File: config.mk
export PLATFORM = sky130hd
export DESIGN_NAME = soc_bus_arbiter
export DESIGN_NICKNAME = d
export VERILOG_FILES = /design/src/rtl/soc_bus_arbiter.sv
export SDC_FILE = /design/constraint.sdc
export NUM_CORES = 1
export LEC_CHECK = 0
export ABC_AREA = 1
export CORE_AREA = 2 2 55 70
export CTS_BUF_LIST = sky130_fd_sc_hd__clkbuf_16
export DETAILED_ROUTE_END_ITERATION = 8
export DIE_AREA = 0 0 57 72
export GPL_TIMING_DRIVEN = 0
export PLACE_DENSITY = 0.8
export REMOVE_ABC_BUFFERS = 1
export SYNTH_ARGS = -nofsm -noshare
export SYNTH_HDL_FRONTEND = slang
export SYNTH_SLANG_ARGS = --single-unit
File: constraint.sdc
create_clock -name clk -period 1.7 [get_ports clk]
set_input_delay 0.34 -clock clk [delete_from_list [all_inputs] [get_ports clk]]
set_output_delay 0.34 -clock clk [all_outputs]
set_load 0.005 [all_outputs]
File: src/rtl/soc_bus_arbiter.sv
// soc_bus_arbiter: CPU/DMA shared-bus arbiter; DMA bursts of up to MAX_BURST accepts, then a forced CPU slot
module soc_bus_arbiter #(
  parameter int MAX_BURST = 4
) (
  input  logic        clk,
  input  logic        reset_n,
  input  logic [15:0] cpu_addr,
  input  logic        cpu_we,
  input  logic [7:0]  cpu_wdata,
  output logic        cpu_rdy,
  output logic [7:0]  cpu_rdata,
  input  logic        dma_req,
  input  logic        dma_we,
  input  logic [15:0] dma_addr,
  input  logic [7:0]  dma_wdata,
  output logic        dma_gnt,
  output logic        dma_ack,
  output logic [7:0]  dma_rdata,
  output logic [15:0] bus_addr,
  output logic        bus_we,
  output logic [7:0]  bus_wdata,
  input  logic [7:0]  bus_rdata
);
  typedef enum logic [1:0] {S_CPU, S_DMA, S_TURN} state_t;
  localparam logic [7:0] MB = 8'(MAX_BURST);
  state_t state, state_nx;
  logic [7:0] bcnt, bcnt_nx;
  logic acc;
  always_ff @(posedge clk or negedge reset_n)
    if (!reset_n) begin
      state <= S_CPU;
      bcnt <= '0;
      dma_ack <= 1'b0;
    end else begin
      state <= state_nx;
      bcnt <= bcnt_nx;
      dma_ack <= acc;
    end
  // grant depends on state only, so dma_req never combinationally reaches dma_gnt
  always_comb begin
    cpu_rdy = state == S_CPU;
    dma_gnt = state == S_DMA;
    acc = dma_gnt && dma_req;
    bus_addr = acc ? dma_addr : cpu_addr;
    bus_wdata = acc ? dma_wdata : cpu_wdata;
    bus_we = cpu_rdy ? cpu_we : acc && dma_we;
    cpu_rdata = bus_rdata;
    dma_rdata = bus_rdata;
    bcnt_nx = cpu_rdy ? 8'd0 : (acc && bcnt < MB) ? bcnt + 8'd1 : bcnt;
    state_nx = cpu_rdy ? (dma_req ? S_DMA : S_CPU) : !acc ? S_CPU : (bcnt_nx == MB) ? S_TURN : S_DMA;
  end
endmodule

==> out/metrics.csv <==
stage,metric,value,unit
grt,met3 Track Usage GR,0.0856,
clock_tree,CTS tree,done,
placement,port bufs,80,
floorplan,DIE HEIGHT,72,µm
synth,"Top FF cell, synth",dfrtp_1,
finish,Ant. Diodes,0,
detailed_routing,DRT Pass-1 Iters,4,
timing,endpoints failing hold,0,
detailed_routing,# DRC,0,
floorplan,core area,3420,µm²
synth,Synth cell types,19,
grt,first-pass GRT wire length,6020,µm
timing,number of setup violations in the final report,18,
grt,initial antenna violation count,0,
placement,GP Congestion,0.759,
grt,GRT Max-Usage Layer,met2,
timing,worst relative slew slack,0.664,
hold_path,worst min-delay path class,input port to async pin,
finish,"most common cell after layout, fill and taps aside",nand2_1,
setup_path,"Req. time, crit path",1360,ps
finish,nets,310,
timing,final worst setup slack,-115,ps
detailed_routing,per-cell routed wire length,13.8,µm
setup_path,WP data arrival,1470,ps
grt,Tot GR Track Use,0.194,
finish,Area Growth Syn to Fin,114,%
clock_tree,# clock sinks,11,
clock_tree,clock insertion delay at the later pin of the skew report,240,ps
clock_tree,# hold bufs at CTS,0,
detailed_routing,vias per inst,4.34,
power_and_ir_drop,Total Power,1.10,mW
setup_path,WS Path Type,flop to primary output,
status,failing checks,negative setup slack,
synth,synthesized flop and latch total,11,
detailed_routing,drt first-iter violations,36,
placement,Post-DP HPWL,2350,µm
status,status,"finished, violations left",
grt,"Remaining Overflow, GRT",0,
synth,Synth area leaders,"nand2_1 30%, dfrtp_1 29%, buf_4 13%, inv_1 6.8%, nor2_1 3.6%",
synth,Async SR Flop Fraction,1.00,
synth,yosys synthesis warning count,0,
timing,Slew Limit Fails,0,
floorplan,Initial Util,0.273,
timing,RSZ-0062 raised after global routing,yes,
clock_tree,clock buffer depth,2,
finish,share of cells above drive strength 1,0.332,
setup_path,crit path max fanout,7,
finish,"commonest cells after routing, fill and taps aside","61 x nand2_1, 52 x clkdlybuf4s50_1, 19 x buf_2, 17 x inv_1, 17 x buf_4",
timing,Fmax,0.551,GHz
floorplan,# rows,24,
floorplan,die extent in x,57,µm
setup_path,CP endpoint kind,primary output,
floorplan,I/O pins,105,
grt,met1 usage,0.189,
synth,post-synthesis sequential area ratio,0.295,
setup_path,CP startpoint kind,flop,
finish,cell area after layout,2000,µm²
grt,vias in the first global route,1284,
detailed_routing,WL final,3950,µm
timing,Clock Skews,1.86,ps
synth,Synth area leader,nand2_1,
power_and_ir_drop,LEAKAGE,1.07,nW
detailed_routing,Routed Antenna Nets,0,
run,Max-Cap Viols,0,
power_and_ir_drop,Power Density,549,nW/µm²
clock_tree,Clock transition at path regs,40,ps
grt,largest net degree at the start of global routing,12,
timing,Tmin final,1810,ps
synth,Mean Syn Cell Area,6.15,µm²
synth,Post-synth EDFFs,0,
timing,period utilisation layout,1.07,
power_and_ir_drop,Worst VDD drop,0.000713,V
clock_tree,Inserted Clock Buffers,3,
synth,Syn Std Cell Area,935,µm²
clock_tree,H-tree levels,1,
timing,Tightest Pin Transition,503,ps
clock_tree,root buffer cell,clkbuf_16,
synth,Yosys top cell area share,0.301,
placement,Post-DP Area,1640,µm²
grt,met2 usage,0.358,
synth,Cells after Synth,152,
floorplan,Die ar.,4100,µm²
detailed_routing,via count,1241,
## cells in the mapped netlist, types with 2 or more instances
master    count
buf_2         2
buf_4        16
clkbuf_1      2
dfrtp_1      11
inv_1        17
nand2_1      75
nand3_1       6
nand4_1       2
nor2_1        9
nor2_2        3
## worst paths after layout
path | start | to | slack, ps | depth (start not counted)
setup / recovery | state[1] | bus_wdata[2] | -110 | 9
setup reg to reg | state[1] | state[0] | 10 | 11
hold reg to reg | bcnt[4] | bcnt[4] | 530 | 2
max in group asynchronous | reset_n | state[0] | 900 | 1
min in group clk | bcnt[4] | bcnt[4] | 530 | 2
hold / removal | reset_n | bcnt[2] | 440 | 1
## metal layers
layer  share of wire  vias up
met3           0.097        6
met4           0.013        0
met2            0.54       58
li1                -      631
met1            0.35      546
met5               0        -
## through the flow
step | worst slack [ps] | setup TNS [ps] | utilization | hold WS, ps | instances
2_1_floorplan | 118 | 0 | - | 44.4 | 131
3_3_place_gp | -997 | -26570 | 0.478 | 497 | 250
3_5_place_dp | -1010 | -26920 | 0.478 | 518 | 250
4_1_cts | -205 | -2760 | 0.584 | 450 | 287
5_1_grt | -186 | -2710 | 0.584 | 490 | 286
6_report | -115 | -969 | 0.584 | 436 | 286
## layout make-up
class / count / area, µm²
Clock buffer: 3 / 75.1
Inverter: 18 / 80.1
Timing Repair Buffer: 109 / 968
Multi-Input combinational cell: 103 / 524
Tap cell: 39 / 48.8
Clock inverter: 1 / 3.75
Sequential cell: 11 / 277
Timing Repair inverter: 2 / 22.5
Fill cell: 324 / 1420
## what timing repair did
action	in CTS	in global routing
gates resized for setup	127	16
gates cloned	4	0
endpoints found under the setup margin	32	29
buffers inserted	29	6
pin swaps	7	5
## cells by family after synthesis
family / Yosys count / share of synthesized area
buffers and inverters: 39 / 0.232
AO/OA/AOI/OAI: 4 / 0.0281
AND/OR/NAND/NOR: 97 / 0.432
flip-flops: 11 / 0.295
adder cells (fa/ha/maj): 1 / 0.0134
## registers in the layout, summed over array words and instances, names as in the netlist
register	flops
bcnt	8
state	2
dma_ack	1
## worst max-delay path, stage by stage, from the launching register on
cell and delay (ps):
dfrtp_1 390, inv_2 80, nand3_4 130, buf_6 160, buf_6 120, inv_8 60
buf_4 100, nand2_1 40, nand2_1 40, buf_2 100
## power breakdown
group | internal, mW | switching [mW] | total (mW)
Clock | 0.309 | 0.125 | 0.435
Sequential | 0.270 | 0.00509 | 0.275
Combinational | 0.239 | 0.149 | 0.388
(Power assumes the default switching activity.)
